## src/rtl/game_flow_fsm_if.sv

```systemverilog
// Player-input / screen-output bundle of the Memory Game flow controller.
// The controller attaches as slave; the menu/board front-end attaches as master.
interface game_flow_fsm_if #(
  parameter int N_CARDS = 16,
  parameter int IDX_W   = 4,
  parameter int SYM_W   = 3,
  parameter int MOVES_W = 8
);
  logic               start_button_pressed;
  logic               card_click;
  logic [IDX_W-1:0]   card_idx;
  logic [SYM_W-1:0]   card_symbol;
  logic               draw_start_button;
  logic               draw_cards;
  logic               draw_game_over;
  logic [N_CARDS-1:0] card_up;
  logic [N_CARDS-1:0] card_matched;
  logic [MOVES_W-1:0] moves;
  logic [IDX_W-1:0]   pairs_found;

  modport master (
    output start_button_pressed, card_click, card_idx, card_symbol,
    input  draw_start_button, draw_cards, draw_game_over,
    input  card_up, card_matched, moves, pairs_found
  );

  modport slave (
    input  start_button_pressed, card_click, card_idx, card_symbol,
    output draw_start_button, draw_cards, draw_game_over,
    output card_up, card_matched, moves, pairs_found
  );
endinterface

```

## src/rtl/game_flow_fsm.sv

```systemverilog
// Memory Game flow controller: menu, two picks, compare, mismatch hold, game over.
// Build macro GAME_FLOW_CLICK_SKIP_EN: any click during the mismatch hold ends it early.
module game_flow_fsm #(
  parameter int N_CARDS     = 16,
  parameter int IDX_W       = 4,
  parameter int SYM_W       = 3,
  parameter int HOLD_CYCLES = 65000000,
  parameter int MOVES_W     = 8
) (
  input  logic           clk,
  input  logic           rst,
  game_flow_fsm_if.slave bus
);

  localparam int IDX_SPAN = 2 ** IDX_W;
  localparam int TMR_W    = (HOLD_CYCLES > 1) ? $clog2(HOLD_CYCLES) : 1;
  localparam logic [TMR_W-1:0] HOLD_LOAD = TMR_W'(HOLD_CYCLES - 1);
  localparam logic [IDX_W-1:0] ALL_PAIRS = IDX_W'(N_CARDS / 2);

`ifdef GAME_FLOW_CLICK_SKIP_EN
  localparam bit SKIP_EN = 1'b1;
`else
  localparam bit SKIP_EN = 1'b0;
`endif

  typedef enum logic [2:0] {
    MENU  = 3'd0,
    PICK1 = 3'd1,
    PICK2 = 3'd2,
    CMP   = 3'd3,
    HOLD  = 3'd4,
    OVER  = 3'd5
  } state_t;

  state_t             state;
  logic               draw_start_button;
  logic               draw_cards;
  logic               draw_game_over;
  logic [N_CARDS-1:0] card_up;
  logic [N_CARDS-1:0] card_matched;
  logic [MOVES_W-1:0] moves;
  logic [IDX_W-1:0]   pairs_found;
  logic [IDX_W-1:0]   first_idx;
  logic [IDX_W-1:0]   second_idx;
  logic [SYM_W-1:0]   first_sym;
  logic [SYM_W-1:0]   second_sym;
  logic [TMR_W-1:0]   timer;

  logic [IDX_SPAN-1:0] up_ext;
  logic [IDX_SPAN-1:0] matched_ext;
  logic                in_range;
  logic                valid_click;
  logic [IDX_W-1:0]    pairs_next;
  logic [N_CARDS-1:0]  pick_mask;

  function automatic logic [N_CARDS-1:0] card_bit(input logic [IDX_W-1:0] idx);
    return {{(N_CARDS-1){1'b0}}, 1'b1} << idx;
  endfunction

  // Click qualification; masks are widened so any index value is safe to look up.
  always_comb begin
    up_ext      = IDX_SPAN'(card_up);
    matched_ext = IDX_SPAN'(card_matched);
    in_range    = (32'(bus.card_idx) < 32'(N_CARDS));
    valid_click = bus.card_click & in_range
                & ~up_ext[bus.card_idx] & ~matched_ext[bus.card_idx];
    pairs_next  = pairs_found + 1'b1;
    pick_mask   = card_bit(first_idx) | card_bit(second_idx);
  end

  // Game-flow state machine with registered screen flags and board bookkeeping.
  always_ff @(posedge clk) begin
    if (rst) begin
      state             <= MENU;
      draw_start_button <= 1'b0;
      draw_cards        <= 1'b0;
      draw_game_over    <= 1'b0;
      card_up           <= '0;
      card_matched      <= '0;
      moves             <= '0;
      pairs_found       <= '0;
      first_idx         <= '0;
      second_idx        <= '0;
      first_sym         <= '0;
      second_sym        <= '0;
      timer             <= '0;
    end else begin
      draw_start_button <= (state == MENU);
      // the board stays on screen through the one-cycle compare as well
      draw_cards        <= (state != MENU);
      draw_game_over    <= (state == OVER);

      case (state)
        MENU, OVER: begin
          if (bus.start_button_pressed) begin
            card_up      <= '0;
            card_matched <= '0;
            moves        <= '0;
            pairs_found  <= '0;
            state        <= PICK1;
          end
        end
        PICK1: begin
          if (valid_click) begin
            card_up   <= card_up | card_bit(bus.card_idx);
            first_idx <= bus.card_idx;
            first_sym <= bus.card_symbol;
            state     <= PICK2;
          end
        end
        PICK2: begin
          // the first card is already face-up, so a valid click is always a different card
          if (valid_click) begin
            card_up    <= card_up | card_bit(bus.card_idx);
            second_idx <= bus.card_idx;
            second_sym <= bus.card_symbol;
            state      <= CMP;
          end
        end
        CMP: begin
          if (moves != {MOVES_W{1'b1}}) begin
            moves <= moves + 1'b1;
          end
          if (first_sym == second_sym) begin
            card_matched <= card_matched | pick_mask;
            pairs_found  <= pairs_next;
            state        <= (pairs_next == ALL_PAIRS) ? OVER : PICK1;
          end else begin
            timer <= HOLD_LOAD;
            state <= HOLD;
          end
        end
        HOLD: begin
          if ((timer == '0) || (SKIP_EN && bus.card_click)) begin
            card_up <= card_up & ~pick_mask;
            timer   <= '0;
            state   <= PICK1;
          end else begin
            timer <= timer - 1'b1;
          end
        end
        default: begin
          state <= MENU;
        end
      endcase
    end
  end

  assign bus.draw_start_button = draw_start_button;
  assign bus.draw_cards        = draw_cards;
  assign bus.draw_game_over    = draw_game_over;
  assign bus.card_up           = card_up;
  assign bus.card_matched      = card_matched;
  assign bus.moves             = moves;
  assign bus.pairs_found       = pairs_found;

endmodule

```

## src/flat_wrapper.sv

```systemverilog
// flat-port wrapper written by rule: the top's interface ports become plain ports
module game_flow_fsm_flat 
#(
  parameter int N_CARDS     = 16,
  parameter int IDX_W       = 4,
  parameter int SYM_W       = 3,
  parameter int HOLD_CYCLES = 65000000,
  parameter int MOVES_W     = 8
)
  (clk, rst, bus_start_button_pressed, bus_card_click, bus_card_idx, bus_card_symbol, bus_draw_start_button, bus_draw_cards, bus_draw_game_over, bus_card_up, bus_card_matched, bus_moves, bus_pairs_found);
  game_flow_fsm_if #(.N_CARDS(N_CARDS), .IDX_W(IDX_W), .SYM_W(SYM_W), .MOVES_W(MOVES_W)) bus_i ();
  input  logic clk;
  input  logic rst;
  input wire logic [$bits(bus_i.start_button_pressed)-1:0] bus_start_button_pressed;
  input wire logic [$bits(bus_i.card_click)-1:0] bus_card_click;
  input wire logic [$bits(bus_i.card_idx)-1:0] bus_card_idx;
  input wire logic [$bits(bus_i.card_symbol)-1:0] bus_card_symbol;
  output wire logic [$bits(bus_i.draw_start_button)-1:0] bus_draw_start_button;
  output wire logic [$bits(bus_i.draw_cards)-1:0] bus_draw_cards;
  output wire logic [$bits(bus_i.draw_game_over)-1:0] bus_draw_game_over;
  output wire logic [$bits(bus_i.card_up)-1:0] bus_card_up;
  output wire logic [$bits(bus_i.card_matched)-1:0] bus_card_matched;
  output wire logic [$bits(bus_i.moves)-1:0] bus_moves;
  output wire logic [$bits(bus_i.pairs_found)-1:0] bus_pairs_found;
  assign bus_i.start_button_pressed = bus_start_button_pressed;
  assign bus_i.card_click = bus_card_click;
  assign bus_i.card_idx = bus_card_idx;
  assign bus_i.card_symbol = bus_card_symbol;
  assign bus_draw_start_button = bus_i.draw_start_button;
  assign bus_draw_cards = bus_i.draw_cards;
  assign bus_draw_game_over = bus_i.draw_game_over;
  assign bus_card_up = bus_i.card_up;
  assign bus_card_matched = bus_i.card_matched;
  assign bus_moves = bus_i.moves;
  assign bus_pairs_found = bus_i.pairs_found;
  game_flow_fsm #(.N_CARDS(N_CARDS), .IDX_W(IDX_W), .SYM_W(SYM_W), .HOLD_CYCLES(HOLD_CYCLES), .MOVES_W(MOVES_W)) u_core (.clk(clk), .rst(rst), .bus(bus_i));
endmodule
```

## config.mk

```make
export PLATFORM = sky130hd
export DESIGN_NAME = game_flow_fsm_flat
export DESIGN_NICKNAME = d
export VERILOG_FILES = /design/src/rtl/game_flow_fsm_if.sv /design/src/rtl/game_flow_fsm.sv /design/src/flat_wrapper.sv
export SDC_FILE = /design/constraint.sdc
export NUM_CORES = 1
export LEC_CHECK = 0
export ABC_AREA = 1
export BUFFER_PORTS_ARGS = -buffer_cell sky130_fd_sc_hd__buf_2
export CAP_MARGIN = 30
export CORE_AREA = 2 2 98 110
export CTS_CLUSTER_DIAMETER = 80
export DETAILED_ROUTE_END_ITERATION = 10
export DIE_AREA = 0 0 100 112
export PLACE_DENSITY = 0.67
export SYNTH_ARGS = -nofsm -noshare
export SYNTH_HDL_FRONTEND = slang
export SYNTH_SLANG_ARGS = --single-unit
```

## constraint.sdc

```tcl
create_clock -name clk -period 2.5 [get_ports clk]
set_input_delay 0.25 -clock clk [delete_from_list [all_inputs] [get_ports clk]]
set_output_delay 0.25 -clock clk [all_outputs]
set_load 0.01 [all_outputs]
```

Yosys cells after proc, flatten, opt, wreduce, memory -nomap -nowiden
Cells that the tools add are included.
{ "totals": {"regBits": 90, "inputBits": 11, "elab_cells": 86} }
{ "classes": {"add_sub_neg": 3, "magnitude_cmp": 1, "n_eq_ne": 16, "n_shift": 3, "mux": 26, "bitwise_logic": 9, "n_reduce_logical": 15} }
{ "op_table": {"columns": ["cell", "count"], "rows": [
  ["16-bit 2-to-1 mux", 4],
  ["26-bit 2-to-1 mux", 2],
  ["26-bit case mux with 2 select lines", 1],
  ["16-bit bitwise OR", 3],
  ["16-bit case mux with 3 select lines", 1],
  ["1-bit by 4-bit left shift with 16-bit output (first input constant)", 3],
  ["16-bit case mux with 2 select lines", 1],
  ["26-bit zero test", 1],
  ["26-bit by 1-bit subtractor with 26-bit output (second input constant)", 1],
  ["3-bit 2-to-1 mux", 6],
  ["16-bit bitwise AND", 1],
  ["8-bit 2-to-1 mux", 2],
  ["16-bit inverter", 1],
  ["8-bit case mux with 2 select lines", 1],
  ["3-bit case mux with 5 select lines", 1],
  ["2-bit by 1-bit != test with 1-bit output (second input constant)", 6],
  ["8-bit by 1-bit adder with 8-bit output (second input constant)", 1],
  ["1-bit binary-select mux with 4-bit select", 2],
  ["4-bit 2-to-1 mux", 2],
  ["8-bit != test (second input constant)", 1],
  ["4-bit case mux with 2 select lines", 1],
  ["4-bit AND reduction", 2],
  ["3-bit by 2-bit equality test with 1-bit output (second input constant)", 2],
  ["3-bit equality test (second input constant)", 2],
  ["15 further kinds", 25]
]} }

Logic depth before layout (Yosys ltp)
Gate-level depths: netlist of run 1.
{ "depth": {"depth_word": 7, "ltp_mapped": 13} }

Least setup slack after synthesis of run 1
OpenSTA, ideal clock, no wires.
{ "synth_path": {"kind": "register -> register", "from": "register u_core.timer[0]", "to": "register u_core.card_up[10] (netlist: u_core.bus.card_up[10])", "setup_ps": 113, "arrival_ps": 1633, "t_required_ps": 2387, "path_slack_ps": 754, "path_stages_with_launch": 14, "n_path_buf": 1, "period_less_slack_ps": 1746, "path_cell_list": "dfxtp_1 > inv_1 > ha_1 > nand2_1 > nor2_4 > nand4_4 > clkinv_2 > nor2_2 > inv_2 > nand3_4 > buf_6 > nand2_2 > nand2_1 > nor2_1"} }
{ "synth_between": {"elab_chain_cells": 3} }
{ "synth_rtl": {"columns": ["element", "line", "rtl"], "rows": [
  ["start, declared", "game_flow_fsm.sv:47", "logic [TMR_W-1:0] timer;"],
  ["start signal, assigned", "game_flow_fsm.sv:139", "timer <= timer - 1'b1;"],
  ["26-bit zero test", "game_flow_fsm.sv:134", "if ((timer == '0) || (SKIP_EN && bus.card_click)) begin"],
  ["2-bit by 1-bit != test with 1-bit output (no source line)", null, null],
  ["4-bit AND reduction (no source line)", null, null],
  ["end signal, assigned", "game_flow_fsm.sv:105", "card_up <= card_up | card_bit(bus.card_idx);"],
  ["end signal, assigned", "game_flow_fsm.sv:114", "card_up <= card_up | card_bit(bus.card_idx);"],
  ["end signal, assigned", "game_flow_fsm.sv:135", "card_up <= card_up & ~pick_mask;"],
  ["end, declared", "game_flow_fsm.sv:39", "logic [N_CARDS-1:0] card_up;"]
]} }
No other way between the ends.
A chain may end at the register's enable or synchronous reset.

Final worst setup path of run 1
{ "layout_path": {"from": "register u_core.timer[0]", "to": "register u_core.card_up[13] (netlist: u_core.bus.card_up[13])"} }
The elaborated chain is that of the path after synthesis.

==> results of run 1 <==
-- critical path, stage by stage (launching register included) --
cell and delay (ps):
dfxtp_1 300, inv_1 100, ha_1 230, nand2_1 170, nor2_4 190, nand4_4 170
clkinv_2 100, nor2_2 40, inv_2 140, nand3_4 360, nand2_1 180, nand2_1 70
nor2_1 90
-- flip-flops by register name, indices dropped and copies added, names as in the netlist --
name,cells
u_core.second_sym,3
u_core.bus.card_up,16
u_core.bus.draw_start_button,1
u_core.first_sym,3
u_core.second_idx,4
u_core.first_idx,4
u_core.bus.pairs_found,4
u_core.timer,26
u_core.bus.moves,8
u_core.state,3
u_core.bus.draw_game_over,1
u_core.bus.draw_cards,1
u_core.bus.card_matched,16
-- worst min path at each step --
stage | cells after the start | from | endpoint | slack, ps
after floorplan | 2 | bus_card_symbol[2] | u_core.first_sym[2]$_SDFFE_PP0P_ | 400
after global placement | 2 | u_core.bus.card_matched[4]$_SDFFE_PP0P_ | u_core.bus.card_matched[4]$_SDFFE_PP0P_ | 460
after detailed placement | 2 | u_core.bus.card_matched[12]$_SDFFE_PP0P_ | u_core.bus.card_matched[12]$_SDFFE_PP0P_ | 470
after CTS | 3 | bus_card_symbol[1] | u_core.second_sym[1]$_SDFFE_PP0P_ | 160
after global routing | 3 | bus_card_symbol[1] | u_core.second_sym[1]$_SDFFE_PP0P_ | 180
final | 3 | bus_card_symbol[1] | u_core.second_sym[1]$_SDFFE_PP0P_ | 170
-- area by class of cell --
cell class	count	share of cell area [%]
inverters	84	5.67
multi-input cells	522	48.3
well taps	123	2.76
repair buffers	64	6.05
flip-flops and latches	90	32.3
clock inverters	3	0.762
clock buffers	11	4.17
-- cell usage after synthesis, types with 4 or more instances --
master	number
o22ai_1	14
nand4_1	4
a31oi_1	15
nand3_1	55
o21a_1	13
buf_6	4
xor2_1	9
nor2_1	108
nor2_2	15
nand2_1	109
inv_1	69
dfxtp_1	90
clkbuf_1	9
nor3_1	6
o21ai_1	11
buf_2	6
inv_2	12
o21ai_0	38
nand2_2	14
a21oi_1	65
nor2_4	4
xnor2_1	7
o31ai_1	5
-- cells by family (layout without fill, tap and decap cells) --
family | Yosys count | after routing | share of synthesized area [%]
AO/OA/AOI/OAI | 175 | 175 | 20.4
XOR/XNOR | 16 | 16 | 2.83
adder cells (fa/ha/maj) | 3 | 3 | 0.757
buffers and inverters | 108 | 162 | 9.26
flip-flops | 90 | 90 | 36.3
AND/OR/NAND/NOR | 328 | 328 | 30.4
-- stage by stage --
stage / power [W] / utilization [%]
after floorplan: 0.00383 / -
after global placement: 0.00436 / 52.3
after detailed placement: 0.00441 / 52.3
after CTS: 0.00573 / 55.0
after global routing: 0.00614 / 55.0
final: 0.00573 / 55.0
-- power breakdown --
group          internal (W)  switching (W)  total [W]
Combinational      0.000847        0.00164    0.00248
Sequential          0.00168       0.000252    0.00193
Clock              0.000763       0.000552    0.00132
Total               0.00329        0.00244    0.00573
-- routing by layer --
layer / part of all wire, % / track usage (%) / vias to the layer above / wire length, um
li1: - / - / 2478 / -
met1: 44 / 29.8 / 2321 / 5800
met2: 49 / 40.4 / 149 / 6400
met3: 5.0 / 4.83 / 24 / 658
met4: 2.0 / 9.22 / 0 / 256
met5: 0 / 0 / - / 0
==> reports/results.ini, run 1 <==
[run_status]
status=finished, final reports clean

[critical_path]
worstPathArrival_ps=2490
worstSetupStartpointType=flop
worstReg2RegStart=u_core.timer[0]$_SDFFE_PP0P_
timing.rr.end=u_core.bus.card_up[13]$_SDFFE_PP0P_
critPathCaptureType=flop
critPathKind=flop to flop
worst-r2r-cell-count=12
r2r_setup_slack_ps=290
crit_fanout=32
crit_path_end=u_core.bus.card_up[13]$_SDFFE_PP0P_
crit_required_ps=2780
crit_start=u_core.timer[0]$_SDFFE_PP0P_

[clock_tree]
path_clk_slew_ps=60
clkLatencyLatePin_ps=340
hold_buffers=0
clockBufferDepth=2
cts.sinks=90
cts_tree=done
cts.repair.resized=0
numCtsBuffers=9
cts-root-buf=clkbuf_16
h-tree-depth=3
post-cts-setup-buffers=0

[routing]
wl_um=13100
vias=4972
dr.pass1.iters=5
drc=0
initialDrtViolationCount=256
vias_per_cell=5.54
postRouteAntennaNets=0
routedWlPerCell_um=14.6

[floorplanning]
top_level_ports=58
fp-row-count=39
die_area_um2=11200
start_util_pct=48.9
core_area_um2=10100
dieWidth_um=100
fp.dieH_um=112

[yosys]
ys_warn_count=0
syn-num-nets=734
synth_edf_count=0
synthTopCellsByArea=dfxtp_1 (36%), nand2_1 (8.3%), nor2_1 (8.2%)
ys.flop_type=dfxtp_1
syn-cell-area_um2=4960
synth-seq-cells=90
yosysTopAreaCell=dfxtp_1
synthArstFlopShare_pct=0
ys_seq_area_share_pct=36.3
avgSynthCellArea_um2=6.89
ys_types=48
netlist.area_leader.share_pct=36.3
synthCells=720

[power_and_ir_drop]
p_per_area_nw_per_um2=1030
peakVddDrop_mv=0.516
power.leakage_nw=2.46

[sta]
skew_ps=9.41
tns_ps=0
fin_crit_sh_pct=88.3
tightest_slew_ps=664
maxSlewHeadroom_pct=55.7
fin_crit_ps=2210
rsz0062_at_grt=false
finalMaxSlewViolations=0
setup_viol_count_final=0
holdWs_ps=171
worst_slack_ps=293
fmax_mhz=453
finalHoldViolCount=0

[placement]
place_ws_ps=302
gp_congestion=0.915
io_buffers=57
dp.final_hpwl_um=9250
place_inst=883
post_dp_cell_area_um2=5310

[cells_and_area]
area_growth_pct=12.6
final_cell_mix=nand2_1 (109), nor2_1 (108), dfxtp_1 (90), inv_1 (69), a21oi_1 (65)
fill_cells=1003
final_cell_area_um2=5580
layout_commonest_cell=nand2_1
num_antenna_cells=0
fin_cells=897
regArea_um2=1800
drive_gt1_share_pct=17.3
multiInputGateArea_um2=2700
nNetsFinal=785

[run]
maxCapViolCount=0

[min_path]
hold_class=input pin to flop

[global_routing]
grt_usage_pct=23.9
grt_pass1_wl_um=21800
overflow=0
grt_max_degree=40
grt_pass1_vias=4647
grt_antenna_before_repair=0

Note: power is estimated with default switching activity, not from simulation.
==> run 2, diff against run 1 <==
- MAX_ROUTING_LAYER: not set -> met4
- RECOVER_POWER: not set -> 50
==> run 2 against run 1 <==
  * Routed wire length is 0.22% higher
  * Sequential share of layout area up 0.15 points
  * Largest power group unchanged
  * Final cell count rose by 0.22%
  * Critical path depth shrank 4
  * Clock skew up 0.67 ps
  * Hold slack worse by 12 ps
  * Die area unchanged
  * Critical endpoint is now u_core.bus.card_matched[1]$_SDFFE_PP0P_
  * Power is 1.0% higher
==> reports/results.ini, run 2 (same netlist as run 1, synthesis figures left out) <==
[cells_and_area]
largest_register_ff_count=26  ; unchanged
layout_commonest_cell=nand2_1
final_cell_mix=nand2_1 (110), nor2_1 (108), dfxtp_1 (90), inv_1 (71), a21oi_1 (65)
top_register=u_core.timer
num_antenna_cells=0  ; unchanged
fill_cells=1034  ; +3.1%
drive_gt1_share_pct=11.3  ; -6.0 points
nNetsFinal=785  ; unchanged
area_growth_pct=12.1
top_regs=u_core.timer x26, u_core.bus.card_matched x16, u_core.bus.card_up x16
utilization_pct=54.8  ; -0.25 points

[routing]
routedWlPerCell_um=14.6  ; about the same
drc=0  ; unchanged
dr.pass1.iters=5  ; unchanged
initialDrtViolationCount=290  ; +13%
vias=4911  ; -1.2%
wl_met3_um=533  ; -19%
top_layer=met4
wl_met2_um=6630  ; +3.6%
vias_per_cell=5.46  ; -1.4%
routedLengthMet1_um=5780  ; -0.43%
postRouteAntennaNets=0  ; unchanged
wl_um=13100  ; +0.22%

[critical_path]
crit_required_ps=2750  ; -30 ps
cp_slowest_stage_delay_ps=590  ; +230 ps
cpMaxStageDelayCell=nor2_2
worstSetupStartpointType=flop
crit_fanout=15  ; -53%
critPathCaptureType=flop
crit_chain=inv_1 -> nor2_2 -> nand2_1 -> nor2_2 -> nor2_4 -> inv_2 -> nor2_1 -> o21a_1
worstPathArrival_ps=2510  ; +20 ps
critPathKind=flop to flop
cp_common_cell=nor2_2

[floorplanning]
dieWidth_um=100  ; unchanged
start_util_pct=48.9  ; unchanged
fp.dieH_um=112  ; unchanged
core_area_um2=10100  ; unchanged
fp-row-count=39  ; unchanged
die_area_um2=11200  ; unchanged
top_level_ports=58  ; unchanged

[sta]
fin_crit_sh_pct=90.2  ; +2.0 points
finalHoldViolCount=0  ; unchanged
tightest_slew_ps=662  ; -1.66 ps
maxSlewHeadroom_pct=55.8  ; +0.11 points
tns_ps=0  ; unchanged
setup_viol_count_final=0  ; unchanged
fin_crit_ps=2260  ; +48.9 ps
finalMaxSlewViolations=0  ; unchanged
skew_ps=10.1  ; +0.666 ps
holdWs_ps=159  ; -12.2 ps
rsz0062_at_grt=false
fmax_mhz=443  ; -2.2%

[run_status]
status=finished, final reports clean

[clock_tree]
clkLatencyLatePin_ps=350  ; about the same
clockBufferDepth=2  ; unchanged
cts.repair.resized=0  ; unchanged
path_clk_slew_ps=70  ; about the same
cts-root-buf=clkbuf_16
cts.sinks=90  ; unchanged
hold_buffers=0  ; unchanged
h-tree-depth=3  ; unchanged
numCtsBuffers=9  ; unchanged
cts_tree=done
post-cts-setup-buffers=0  ; unchanged

[placement]
dp.final_hpwl_um=9210  ; -0.47%
io_buffers=57  ; unchanged
gp_congestion=0.910  ; -0.60%

[global_routing]
grt_pass1_vias=4595  ; -1.1%
grt_pass1_wl_um=22000  ; +0.85%
grt_usage_pct=25.0  ; +1.1 points
grt_max_degree=40  ; unchanged
grt_antenna_before_repair=0  ; unchanged
overflow=0  ; unchanged

[run]
maxCapViolCount=0  ; unchanged

[power_and_ir_drop]
p_per_area_nw_per_um2=1040  ; +1.5%
power.leakage_nw=2.28  ; -7.2%
peakVddDrop_mv=0.496  ; -4.0%

[min_path]
hold_class=input pin to flop

[run 2: final timing paths]
| check | start | end | slack [ps] | cells past startpoint |
|---|---|---|---|---|
| max | u_core.state[0]$_SDFFE_PP0P_ | u_core.bus.card_matched[1]$_SDFFE_PP0P_ | 240 | 8 |
| min | bus_card_symbol[1] | u_core.second_sym[1]$_SDFFE_PP0P_ | 160 | 3 |
| max reg2reg | u_core.state[0]$_SDFFE_PP0P_ | u_core.bus.card_matched[1]$_SDFFE_PP0P_ | 240 | 8 |
| min reg2reg | u_core.bus.card_matched[4]$_SDFFE_PP0P_ | u_core.bus.card_matched[4]$_SDFFE_PP0P_ | 470 | 2 |
[run 2: final cells by class]
class                           count  area [um^2]  share of cell area (%)
Inverter                           84          317                    5.70
Tap cell                          123          154                    2.77
Multi-Input combinational cell    522         2700                    48.5
Clock inverter                      6         72.6                    1.31
Clock buffer                       10          239                    4.30
Timing Repair Buffer               64          279                    5.02
Sequential cell                    90         1800                    32.4
[run 2: per-stage QoR]
| step | instances | instance area (um^2) | setup WS (ps) | power, W |
|---|---|---|---|---|
| 2_1_floorplan | 720 | 4960 | 754 | 0.00383 |
| 3_3_place_gp | 883 | 5310 | 358 | 0.00436 |
| 3_5_place_dp | 883 | 5310 | 302 | 0.00442 |
| 4_1_cts | 899 | 5620 | 231 | 0.00586 |
| 5_1_grt | 899 | 5560 | 67.6 | 0.00623 |
| 6_report | 899 | 5560 | 244 | 0.00579 |
[run 2: power by group]
part / switching, W / internal (W) / leakage [nW]
logic: 0.00163 / 0.000802 / 1.40
registers: 0.000246 / 0.00168 / 0.730
clock network: 0.000620 / 0.000813 / 0.150
[run 2: layer usage]
metal / global-route usage [%] / vias up
met2: 40.8 / 130
li1: - / 2485
met5: - / -
met4: 11.3 / 0
met1: 30.8 / 2284
met3: 3.01 / 12
[run 2: worst max-delay path, delay by kind of cell (launching register included)]
| kind | cells | cell delay [ps] |
|---|---|---|
| flops | 1 | 380 |
| simple gates | 5 | 1170 |
| buf+inv | 2 | 420 |
| compound gates | 1 | 180 |
